File: config.mk
export PLATFORM = sky130hd
export DESIGN_NAME = muldiv_unit
export DESIGN_NICKNAME = d
export VERILOG_FILES = /design/src/rtl/muldiv_unit.sv
export SDC_FILE = /design/constraint.sdc
export NUM_CORES = 1
export LEC_CHECK = 0
export CORE_ASPECT_RATIO = 1.4
export CORE_MARGIN = 5
export CORE_UTILIZATION = 34
export CTS_BUF_LIST = sky130_fd_sc_hd__clkbuf_8
export DETAILED_ROUTE_END_ITERATION = 10
export SYNTH_ARGS = -nofsm -noshare
export SYNTH_HDL_FRONTEND = slang
export SYNTH_SLANG_ARGS = --single-unit
File: constraint.sdc
create_clock -name clk_i -period 15.1 [get_ports clk_i]
set_input_delay 4.53 -clock clk_i [delete_from_list [all_inputs] [get_ports clk_i]]
set_output_delay 4.53 -clock clk_i [all_outputs]
set_load 0.02 [all_outputs]
File: src/rtl/muldiv_unit.sv
// Iterative RV32M multiply/divide unit (shift-add multiply, restoring divide).
// Define MULDIV_FAST_MUL_EN to replace the shift-add multiplier with a single-cycle combinational one.
`ifndef DATA_WIDTH
`define DATA_WIDTH 32
`endif
`ifndef REG_DEPTH
`define REG_DEPTH 32
`endif

module muldiv_unit #(
  parameter int XLEN   = `DATA_WIDTH,
  parameter int REG_AW = $clog2(`REG_DEPTH)
) (
  input  logic              clk_i,
  input  logic              rst,
  input  logic              start_i,
  input  logic [2:0]        funct3_i,
  input  logic [XLEN-1:0]   rs1_data_i,
  input  logic [XLEN-1:0]   rs2_data_i,
  input  logic [REG_AW-1:0] rd_addr_i,
  input  logic              kill_i,
  output logic              busy_o,
  output logic              done_o,
  output logic [XLEN-1:0]   result_o,
  output logic [REG_AW-1:0] rd_addr_o,
  output logic              wb_en_o
);

  localparam int CW = $clog2(XLEN);

  typedef enum logic [1:0] {
    S_IDLE = 2'd0,
    S_DIV  = 2'd2,
    S_DONE = 2'd3
`ifndef MULDIV_FAST_MUL_EN
    , S_MUL = 2'd1
`endif
  } state_t;

  state_t              state_q, state_d;
  logic [2:0]          funct3_q, funct3_d;
  logic [REG_AW-1:0]   rd_addr_q, rd_addr_d;
  logic [XLEN-1:0]     acc_q, acc_d;      // product high half / remainder
  logic [XLEN-1:0]     lo_q, lo_d;        // product low half (multiplier) / quotient (dividend)
  logic [XLEN-1:0]     opb_q, opb_d;      // multiplicand / divisor magnitude
  logic                neg_q, neg_d;      // product or quotient must be negated
  logic                rneg_q, rneg_d;    // remainder must be negated
  logic [CW-1:0]       cnt_q, cnt_d;
  logic [XLEN-1:0]     result_q, result_d;

  logic                a_signed, b_signed, a_neg, b_neg;
  logic [XLEN-1:0]     a_mag, b_mag;
  logic [2*XLEN-1:0]   prod_full, prod_fix;
  logic [XLEN-1:0]     quo_fix, rem_fix, fix;
  logic [XLEN:0]       div_shift;
  logic [XLEN-1:0]     div_diff;
  logic                div_ge;
`ifdef MULDIV_FAST_MUL_EN
  logic signed [XLEN:0]     fast_a, fast_b;
  logic signed [2*XLEN-1:0] fast_prod;
`else
  logic [XLEN:0]       mul_sum;
`endif

  always_comb begin
    // MUL is treated as signed x signed; its low half is the same either way.
    a_signed = 1'b0;
    b_signed = 1'b0;
    case (funct3_i)
      3'b000, 3'b001, 3'b100, 3'b110: begin a_signed = 1'b1; b_signed = 1'b1; end
      3'b010:                         a_signed = 1'b1;
      default:                        ;
    endcase
    a_neg = a_signed & rs1_data_i[XLEN-1];
    b_neg = b_signed & rs2_data_i[XLEN-1];
    a_mag = a_neg ? -rs1_data_i : rs1_data_i;
    b_mag = b_neg ? -rs2_data_i : rs2_data_i;

    prod_full = {acc_q, lo_q};
    prod_fix  = neg_q ? -prod_full : prod_full;
    quo_fix   = neg_q ? -lo_q : lo_q;
    rem_fix   = rneg_q ? -acc_q : acc_q;
    case (funct3_q)
      3'b000:                 fix = prod_fix[XLEN-1:0];
      3'b001, 3'b010, 3'b011: fix = prod_fix[2*XLEN-1:XLEN];
      3'b100, 3'b101:         fix = quo_fix;
      default:                fix = rem_fix;
    endcase

    div_shift = {acc_q, lo_q[XLEN-1]};
    div_ge    = div_shift >= {1'b0, opb_q};
    div_diff  = div_shift[XLEN-1:0] - opb_q;
`ifdef MULDIV_FAST_MUL_EN
    fast_a    = {a_signed & rs1_data_i[XLEN-1], rs1_data_i};
    fast_b    = {b_signed & rs2_data_i[XLEN-1], rs2_data_i};
    fast_prod = fast_a * fast_b;
`else
    mul_sum   = {1'b0, acc_q} + {1'b0, (lo_q[0] ? opb_q : '0)};
`endif
  end

  always_comb begin
    state_d   = state_q;
    funct3_d  = funct3_q;
    rd_addr_d = rd_addr_q;
    acc_d     = acc_q;
    lo_d      = lo_q;
    opb_d     = opb_q;
    neg_d     = neg_q;
    rneg_d    = rneg_q;
    cnt_d     = cnt_q;
    result_d  = result_q;

    if (kill_i) begin
      state_d = S_IDLE;
    end else begin
      case (state_q)
        S_IDLE: if (start_i) begin
          funct3_d  = funct3_i;
          rd_addr_d = rd_addr_i;
          cnt_d     = CW'(XLEN - 1);
          if (!funct3_i[2]) begin
`ifdef MULDIV_FAST_MUL_EN
            acc_d   = fast_prod[2*XLEN-1:XLEN];
            lo_d    = fast_prod[XLEN-1:0];
            neg_d   = 1'b0;
            state_d = S_DONE;
`else
            acc_d   = '0;
            lo_d    = b_mag;
            opb_d   = a_mag;
            neg_d   = a_neg ^ b_neg;
            state_d = S_MUL;
`endif
          end else if (rs2_data_i == '0) begin
            // Divide by zero: quotient all ones, remainder is the dividend.
            lo_d    = '1;
            acc_d   = rs1_data_i;
            neg_d   = 1'b0;
            rneg_d  = 1'b0;
            state_d = S_DONE;
          end else if (!funct3_i[0] && rs1_data_i == {1'b1, {(XLEN-1){1'b0}}}
                       && rs2_data_i == '1) begin
            lo_d    = rs1_data_i;
            acc_d   = '0;
            neg_d   = 1'b0;
            rneg_d  = 1'b0;
            state_d = S_DONE;
          end else begin
            acc_d   = '0;
            lo_d    = a_mag;
            opb_d   = b_mag;
            neg_d   = a_neg ^ b_neg;
            rneg_d  = a_neg;
            state_d = S_DIV;
          end
        end
`ifndef MULDIV_FAST_MUL_EN
        S_MUL: begin
          acc_d = mul_sum[XLEN:1];
          lo_d  = {mul_sum[0], lo_q[XLEN-1:1]};
          cnt_d = cnt_q - CW'(1);
          if (cnt_q == '0) state_d = S_DONE;
        end
`endif
        S_DIV: begin
          acc_d = div_ge ? div_diff : div_shift[XLEN-1:0];
          lo_d  = {lo_q[XLEN-2:0], div_ge};
          cnt_d = cnt_q - CW'(1);
          if (cnt_q == '0) state_d = S_DONE;
        end
        S_DONE: begin
          result_d = fix;
          state_d  = S_IDLE;
        end
        default: state_d = S_IDLE;
      endcase
    end
  end

  always_ff @(posedge clk_i or posedge rst) begin
    if (rst) begin
      state_q   <= S_IDLE;
      funct3_q  <= '0;
      rd_addr_q <= '0;
      acc_q     <= '0;
      lo_q      <= '0;
      opb_q     <= '0;
      neg_q     <= 1'b0;
      rneg_q    <= 1'b0;
      cnt_q     <= '0;
      result_q  <= '0;
    end else begin
      state_q   <= state_d;
      funct3_q  <= funct3_d;
      rd_addr_q <= rd_addr_d;
      acc_q     <= acc_d;
      lo_q      <= lo_d;
      opb_q     <= opb_d;
      neg_q     <= neg_d;
      rneg_q    <= rneg_d;
      cnt_q     <= cnt_d;
      result_q  <= result_d;
    end
  end

  // The fixed-up result is shown combinationally in DONE and held afterwards.
  assign busy_o    = (state_q != S_IDLE);
  assign done_o    = (state_q == S_DONE);
  assign result_o  = done_o ? fix : result_q;
  assign rd_addr_o = rd_addr_q;
  assign wb_en_o   = done_o & (rd_addr_q != '0);

endmodule
Yosys cells after proc, flatten, opt, wreduce, memory -nomap -nowiden
Cells that the tools add are included.
{ "classes": {"bitwise_logic": 5, "mux": 37, "n_reduce_logical": 23, "n_addsub": 8, "shift": 0, "order_cmp": 1, "mul": 0, "div": 0, "n_eq_ne": 19} }
{ "op_table": {"columns": ["operator", "count"], "rows": [
  ["$mux W32", 17],
  ["$pmux W32 S3", 3],
  ["$neg A32 Y32", 4],
  ["$eq A32 B32 Y1 const B", 2],
  ["$mux W64", 1],
  ["$neg A64 Y64", 1],
  ["$add A32 B32 Y33", 1],
  ["$ge A33 B32 Y1", 1],
  ["$logic_not A32 Y1", 1],
  ["$sub A32 B32 Y32", 1],
  ["$eq A3 B3 Y1 const B", 4],
  ["$pmux W5 S2", 1],
  ["$eq A3 B2 Y1 const B", 3],
  ["$mux W1", 9],
  ["$reduce_and A3 Y1", 3],
  ["$mux W2", 4],
  ["$eq A3 B1 Y1 const B", 2],
  ["$logic_not A3 Y1", 2],
  ["$ne A2 B2 Y1 const B", 3],
  ["$pmux W2 S3", 1],
  ["$logic_not A5 Y1", 1],
  ["$mux W5", 1],
  ["$reduce_and A5 Y1", 1],
  ["$reduce_bool A5 Y1", 1],
  ["other kinds (19)", 25]
]} }
{ "word_totals": {"rom_bits": 0, "latch_bits": 0, "inputBits": 76, "regBits": 145, "mem_bits_rw": 0, "elab_cells": 103, "n_memories": 0} }

Depth between registers and ports, before layout
Gate-level depths: netlist (run 1).
{ "depth": {"word_depth": 10, "ltp_mapped": 15, "depth_no_buf": 12} }

Least setup slack after synthesis (run 1)
OpenSTA, ideal clock, no wires.
{ "synth_timing": {"kind": "register to output", "start": "reg lo_q[6]", "end": "out result_o[9]", "stages_incl_launch_ff": 12, "arrival_ns": 2.842, "path_slack_ns": 7.728, "t_required_ns": 10.570, "path_cell_list": "dfrtp_1 buf_6 or4_4 nor3_4 nand4_4 or3_1 buf_6 o21a_1 a2bb2oi_1 a21oi_1 a21oi_2 a21oi_1"} }
{ "synth_between": {"elab_chain_cells": 4, "word_cells_on_any_way": 6, "classes_between": "add/sub: 2; mux: 4"} }
{ "synth_lines": {"columns": ["item", "line_no", "source"], "rows": [
  ["start: declaration", "44", "logic [XLEN-1:0] lo_q, lo_d;"],
  ["start signal: assignment", "198", "lo_q <= lo_d;"],
  ["$neg A64 Y64 / $neg A32 Y32 (equally long branches)", "80, 81", null],
  ["$mux W64 / $mux W32 (equally long branches)", "80, 81", null],
  ["$pmux W32 S3 *", "83", "case (funct3_q)"],
  ["$mux W32 *", null, null],
  ["end: declaration", "24", "output logic [XLEN-1:0] result_o,"]
]} }
Mark *: on every way between the ends. The rest lies on a longest branch, timed or not.

Worst setup path in the final report (run 1)
{ "layout_timing": {"start": "reg lo_q[0]", "end": "out result_o[28]"} }
Same word-level chain as after synthesis.

==> out/summary.txt, run 1 <==
number of distinct library cell variants in the gate-level netlist after synthesis - 98
Remaining Overflow, GRT - 0
top_reg_cell synth - sky130_fd_sc_hd__dfrtp_1
fraction of power spent switching nets - 57.5%
most frequent cell on the critical path - sky130_fd_sc_hd__nor2_1
maximum clock rate - 108 MHz
leakage - 7.12 nW
final standard cell utilization of the core - 38.5%
post-route worst hold slack - 0.487 ns
Setup crit start kind - flip-flop
actual slew at the worst max-slew pin - 1.19 ns
mean instance size in the synthesized netlist - 7.21 um^2
violation count after the first detailed-route iteration - 1927
async set-or-reset flop fraction in the synthesized netlist - 100%
post-synthesis sequential element count - 145
slowest cell delay on critical path - 0.88 ns
remaining routing DRC violations - 0
cell internal power dissipation - 1.79 mW
detailed-routing iteration count for the pre-antenna-repair pass - 5
element type at the critical path end - output port
status - completed
sequence of cells on the critical path - inv_1 -> ha_1 -> nand2_1 -> nor4b_2 -> nand3_2 -> nor2_1 -> nand4_1 -> o31ai_1 -> nor3_1 -> nor2_1 -> clkdlybuf4s50_1
crit share post-route - 61.5%
RSZ-0062 raised after global routing - false
Critical path buffers and inverters - 2
Post-synth EDFFs - 0
CP delay by family, top - simple AND/OR/NAND/NOR gates
final period demand of the worst path - 9.28 ns
Die Height - 266 um
die width - 193 um
number of routed nets with antenna violations - 0
type of the worst setup path - flip-flop to output port
Via density - 6.12
max_cap viols - 0
Pwr per Cell Area - 236 nW/um^2
clk_lat worst skew - 0.52 ns
number of global-route vias before repair - 16500
antenna violations before repair - 1
synthesized netlist net count - 2363
io pins - 116
post-synthesis cell count - 2210
Post-CTS Repair Setup Buffers - 0
Synth Warn # - 0
wire length of the first global-routing pass - 105000 um
number of hold buffers added after cts - 0
ranking of synthesized cells by area - sky130_fd_sc_hd__dfrtp_1, sky130_fd_sc_hd__a21oi_1, sky130_fd_sc_hd__nand2_1
worst-path maximum fanout - 32
average detailed-routed wire length per instance - 24.8 um
critical path's slowest cell - sky130_fd_sc_hd__inv_1
H-tree levels - 4
total count of max-transition violations in the final report - 0
routability cong. - 1.01
Post-Synthesis Cell Area - 15900 um^2
worst-case setup margin in the final layout - 5.82 ns
buffer cell driving the clock tree root - sky130_fd_sc_hd__clkbuf_8
worst slack after detailed placement - 6.37 ns
portion of total power attributed to the clock network - 8.1%
met2 routing resource usage after global routing - 44.5%
Placement Rows - 93
Final Hold Violating Endpoints - 0
met1 capacity usage during global routing - 33.0%
switching power of the nets - 2.41 mW
maximum number of pins on one net before global-route repair - 85
post-cts sizing count - 0
Max-slew headroom - 20.5%
IR drop worst, VDD - 0.0000769 V
commonest cells after routing, fill and taps aside - sky130_fd_sc_hd__nand2_1, sky130_fd_sc_hd__nor2_1, sky130_fd_sc_hd__a21oi_1, sky130_fd_sc_hd__o21ai_0, sky130_fd_sc_hd__dfrtp_1
Area Growth Syn to Fin - 11.8%
sequential-to-total area share from yosys stat - 22.8%
Final Routed Wirelength - 70100 um
total number of vias - 17300
arrival time at the worst endpoint - 4.75 ns
share of the synthesized area in the top cell type - 22.8%
met3 usage in global routing - 3.07%
commonest non-fill, non-tap cell in the layout - sky130_fd_sc_hd__nand2_1
share of final-layout standard cells stronger than drive strength 1 - 5.38%
largest area contributor in the synthesized netlist - sky130_fd_sc_hd__dfrtp_1
Core Area - 46200 um^2
worst setup skew after layout - 0.0218 ns
worst min-delay path class - flip-flop to flip-flop
Clock Sinks - 145
# nets final - 2353
Final HPWL DP - 53800 um
setup-violating endpoint count in the final report - 0
clock tree from TritonCTS - built
maximum clock insertion buffer count - 2
initial standard-cell utilization of the core - 34.5%
GRT Util Overall - 26.6%
Seq pwr share - 21.1%
required time worst endpoint - 10.57 ns
Die ar. - 51300 um^2
final-layout setup total negative slack - 0 ns
CTS Buf Count - 17
layer with the highest usage after global routing - met2
Comb pwr share - 70.8%
# port buffers - 115
Reg clk slew, reported paths - 0.09 ns
[state kept, by name, indices dropped and copies added, names as in the netlist]
| signal | flops |
|---|---|
| rneg_q | 1 |
| rd_addr_o | 5 |
| funct3_q | 3 |
| neg_q | 1 |
| lo_q | 32 |
| state_q | 2 |
| result_q | 32 |
| cnt_q | 5 |
| acc_q | 32 |
| opb_q | 32 |
[power by group through the flow]
stage | Clock, mW | Sequential (mW) | Combinational, mW
2_1_floorplan | 0 | 0.692 | 2.10
3_3_place_gp | 0 | 0.873 | 2.89
3_5_place_dp | 0 | 0.882 | 2.91
4_1_cts | 0.343 | 0.874 | 2.92
5_1_grt | 0.359 | 0.905 | 3.21
6_report | 0.340 | 0.886 | 2.97
[tightest hold or removal path: stages, from the launching register on]
cell and delay (ns):
sky130_fd_sc_hd__dfrtp_1 0.35, sky130_fd_sc_hd__nand2_1 0.05, sky130_fd_sc_hd__o21ai_0 0.06
[through the flow]
stage / total power, mW / instances / cell area, um^2
final: 4.20 / 2830 / 17800
after CTS: 4.14 / 2829 / 17800
after global routing: 4.47 / 2829 / 17800
after floorplan: 2.79 / 2210 / 15900
after detailed placement: 3.79 / 2798 / 17400
after global placement: 3.77 / 2798 / 17400
[cell usage after synthesis, types with 6 or more instances]
cell and number:
sky130_fd_sc_hd__nand2_1 271, sky130_fd_sc_hd__nor2_1 227, sky130_fd_sc_hd__a21oi_1 211, sky130_fd_sc_hd__o21ai_0 173, sky130_fd_sc_hd__clkbuf_1 146, sky130_fd_sc_hd__dfrtp_1 145, sky130_fd_sc_hd__xnor2_1 93, sky130_fd_sc_hd__xor2_1 81
sky130_fd_sc_hd__ha_1 75, sky130_fd_sc_hd__inv_1 74, sky130_fd_sc_hd__nor3_1 69, sky130_fd_sc_hd__nand3_1 46, sky130_fd_sc_hd__a21o_1 41, sky130_fd_sc_hd__a22oi_1 36, sky130_fd_sc_hd__a221oi_1 33, sky130_fd_sc_hd__o31ai_1 30
sky130_fd_sc_hd__nand4_1 28, sky130_fd_sc_hd__a31oi_1 26, sky130_fd_sc_hd__or3_1 24, sky130_fd_sc_hd__nor4_1 23, sky130_fd_sc_hd__o21a_1 23, sky130_fd_sc_hd__a211oi_1 21, sky130_fd_sc_hd__nand2b_1 17, sky130_fd_sc_hd__o211ai_1 15
sky130_fd_sc_hd__a22o_1 14, sky130_fd_sc_hd__and2_1 14, sky130_fd_sc_hd__o21ai_1 14, sky130_fd_sc_hd__o221ai_1 14, sky130_fd_sc_hd__o41ai_1 12, sky130_fd_sc_hd__and3_1 10, sky130_fd_sc_hd__buf_2 10, sky130_fd_sc_hd__o22a_1 10
sky130_fd_sc_hd__a221o_1 9, sky130_fd_sc_hd__a31o_2 9, sky130_fd_sc_hd__buf_1 9, sky130_fd_sc_hd__mux2_2 9, sky130_fd_sc_hd__nor2b_1 9, sky130_fd_sc_hd__or4_1 9, sky130_fd_sc_hd__mux2i_1 7, sky130_fd_sc_hd__o22ai_1 7
sky130_fd_sc_hd__and4_1 6
[logic make-up after synthesis]
logic type	after synthesis	synth area share [%]
buffers and inverters	248	6.14
multiplexers	16	1.08
adder cells (fa/ha/maj)	77	6.14
XOR/XNOR	174	9.57
AO/OA/AOI/OAI	756	30.6
AND/OR/NAND/NOR	794	23.7
flip-flops	145	22.8
[path summary, 6_finish.rpt]
path                       slack (ns)           end    startpoint  cells after the start
max reg2reg                     10.05     acc_q[27]       lo_q[0]                     12
min                              0.49  result_q[22]  result_q[22]                      2
max in group asynchronous        9.25      lo_q[15]           rst                      3
min in group asynchronous        4.51  result_q[24]           rst                      2
max                              5.82  result_o[28]       lo_q[0]                     11
min reg2reg                      0.49  result_q[22]  result_q[22]                      2
[routing by layer]
metal	up-vias	wire (um)
met4	0	4700
met3	164	3990
met2	776	33900
met1	8365	27500
li1	8014	-
met5	-	0
[final cells by class]
class,count,area (um^2)
fillers,4888,28400
multi-input cells,1817,11400
flip-flops and latches,145,3630
repair buffers,142,1350
well taps,617,772
inverters,77,294
clock buffers,18,248
clock inverters,13,151
diodes,1,2.50
Power figures use the tool's default switching activity.
==> run 2: changes to the inputs <==
clock period = 7.7 ns   (was 15.1 ns; I/O delays follow)
==> run 2 against run 1 <==
Clock power increased by 110%. Global-route usage increased by 0.40 points. Design area increased by 0.36%. Power increased by 96%. Critical path type unchanged. Highest routed layer unchanged. Final cell count increased by 0.18%. Via count increased by 0.82%. Die area unchanged.
==> out/summary.txt, run 2 (synthesized netlist as in run 1, its figures left out) <==
total count of max-transition violations in the final report - 0
IR drop worst, VDD - 0.000183 V
detailed-routing iteration count for the pre-antenna-repair pass - 8
average detailed-routed wire length per instance - 25.1 um
final-layout setup total negative slack - 0 ns
Remaining Overflow, GRT - 0
Area Growth Syn to Fin - 12.2%
CTS Buf Count - 17
number of cells on the critical path - 11
die width - 193 um
# port buffers - 115
Core Area - 46200 um^2
slowest cell delay on critical path - 0.59 ns
commonest cells after routing, fill and taps aside - sky130_fd_sc_hd__nand2_1, sky130_fd_sc_hd__nor2_1, sky130_fd_sc_hd__a21oi_1, sky130_fd_sc_hd__o21ai_0, sky130_fd_sc_hd__dfrtp_1
Final HPWL DP - 55800 um
Critical path buffers and inverters - 2
crit share post-route - 89.1%
sequence of cells on the critical path - inv_1 -> ha_1 -> nor4bb_1 -> nand4_1 -> nor4_2 -> nor2b_1 -> xnor2_1 -> nor2_1 -> nor4_1 -> nor2_1 -> clkdlybuf4s50_1
Pwr per Cell Area - 461 nW/um^2
Placement Rows - 93
worst setup skew after layout - 0.0277 ns
violation count after the first detailed-route iteration - 1544
switching power of the nets - 4.72 mW
element type at the critical path end - output port
maximum clock rate - 146 MHz
CP delay by family, top - simple AND/OR/NAND/NOR gates
worst-path maximum fanout - 9
Setup crit start kind - flip-flop
Reg clk slew, reported paths - 0.10 ns
initial standard-cell utilization of the core - 34.5%
worst min-delay path class - flip-flop to flip-flop
leakage - 7.16 nW
remaining routing DRC violations - 0
antenna violations before repair - 0
maximum clock insertion buffer count - 2
Final Hold Violating Endpoints - 0
cell depth of the worst flop-to-flop path - 13
max_cap viols - 0
H-tree levels - 4
cell internal power dissipation - 3.51 mW
Die ar. - 51300 um^2
critical path's slowest cell - sky130_fd_sc_hd__nor4bb_1
clock tree from TritonCTS - built
share of final-layout standard cells stronger than drive strength 1 - 5.59%
type of the worst setup path - flip-flop to output port
fraction of power spent switching nets - 57.3%
total power of the final layout - 8.23 mW
RSZ-0062 raised after global routing - false
Hold Path Depth - 2
Seq pwr share - 21.4%
clk_lat worst skew - 0.53 ns
Clock Sinks - 145
arrival time at the worst endpoint - 4.55 ns
io pins - 116
total number of vias - 17500
required time worst endpoint - 5.39 ns
number of global-route vias before repair - 16800
most frequent cell on the critical path - sky130_fd_sc_hd__nor2_1
number of hold buffers added after cts - 0
GRT Util Overall - 27.0%
commonest non-fill, non-tap cell in the layout - sky130_fd_sc_hd__nand2_1
Final Routed Wirelength - 71200 um
Die Height - 266 um
# nets final - 2357
Comb pwr share - 70.1%
actual slew at the worst max-slew pin - 1.17 ns
maximum number of pins on one net before global-route repair - 84
wire length of the first global-routing pass - 105000 um
final period demand of the worst path - 6.86 ns
status - completed
number of routed nets with antenna violations - 0
routability cong. - 1.00
buffer cell driving the clock tree root - sky130_fd_sc_hd__clkbuf_8
setup-violating endpoint count in the final report - 0
post-cts sizing count - 0
Via density - 6.16
portion of total power attributed to the clock network - 8.5%
Post-CTS Repair Setup Buffers - 0
Max-slew headroom - 21.7%
-- run 2: worst reg2reg max path: stages (launching register included) --
cell and delay (ns):
sky130_fd_sc_hd__dfrtp_1 0.51, sky130_fd_sc_hd__inv_1 0.13, sky130_fd_sc_hd__buf_4 0.35, sky130_fd_sc_hd__nor2_1 0.10, sky130_fd_sc_hd__ha_1 0.38, sky130_fd_sc_hd__nand2_1 0.13, sky130_fd_sc_hd__o31ai_1 0.57, sky130_fd_sc_hd__o21ai_0 0.37
sky130_fd_sc_hd__a311oi_1 0.77, sky130_fd_sc_hd__o21ai_0 0.19, sky130_fd_sc_hd__a21boi_0 0.46, sky130_fd_sc_hd__o21a_1 0.20, sky130_fd_sc_hd__o21ai_0 0.09, sky130_fd_sc_hd__a21oi_1 0.11
-- run 2: path summary, 6_finish.rpt --
kind                               from           end  slack [ns]
setup reg to reg                lo_q[0]     acc_q[31]        3.26
hold / removal             result_q[16]  result_q[16]        0.49
min in group asynchronous           rst     acc_q[20]        2.10
setup / recovery               acc_q[0]  result_o[30]        0.84
max in group asynchronous           rst      opb_q[2]        4.34
hold reg to reg            result_q[16]  result_q[16]        0.49
-- run 2: layout make-up --
class / instances / area (um^2)
sequential: 145 / 3630
tap: 617 / 772
fill: 4891 / 28300
clock buffer: 17 / 234
antenna: 1 / 2.50
timing repair buffer: 146 / 1380
inverter: 77 / 294
clock inverter: 15 / 199
multi-input combinational: 1817 / 11400
-- run 2: routing by layer --
layer	GRT usage [%]	share of wire, %
met5	0	0
met4	20.7	9.1
met3	2.95	5.6
met2	44.7	48
met1	31.8	38
-- run 2: power groups by stage --
stage / clock network [mW] / registers, mW / logic [mW]
4_1_cts: 0.706 / 1.74 / 5.69
5_1_grt: 0.736 / 1.80 / 6.25
3_5_place_dp: 0 / 1.76 / 5.66
3_3_place_gp: 0 / 1.75 / 5.63
6_report: 0.699 / 1.76 / 5.77
2_1_floorplan: 0 / 1.36 / 4.12
-- run 2: metrics by stage --
step                      instance area [um^2]  hold slack, ns  worst slack (ns)  cells  utilization [%]
after floorplan                          15900           0.442              1.50   2210                -
after global placement                   17400           0.456              1.48   2802             37.7
after detailed placement                 17400           0.471              1.45   2802             37.7
after CTS                                17900           0.491             0.867   2834             38.7
after global routing                     17900           0.512             0.631   2834             38.7
final                                    17900           0.487             0.838   2835             38.7
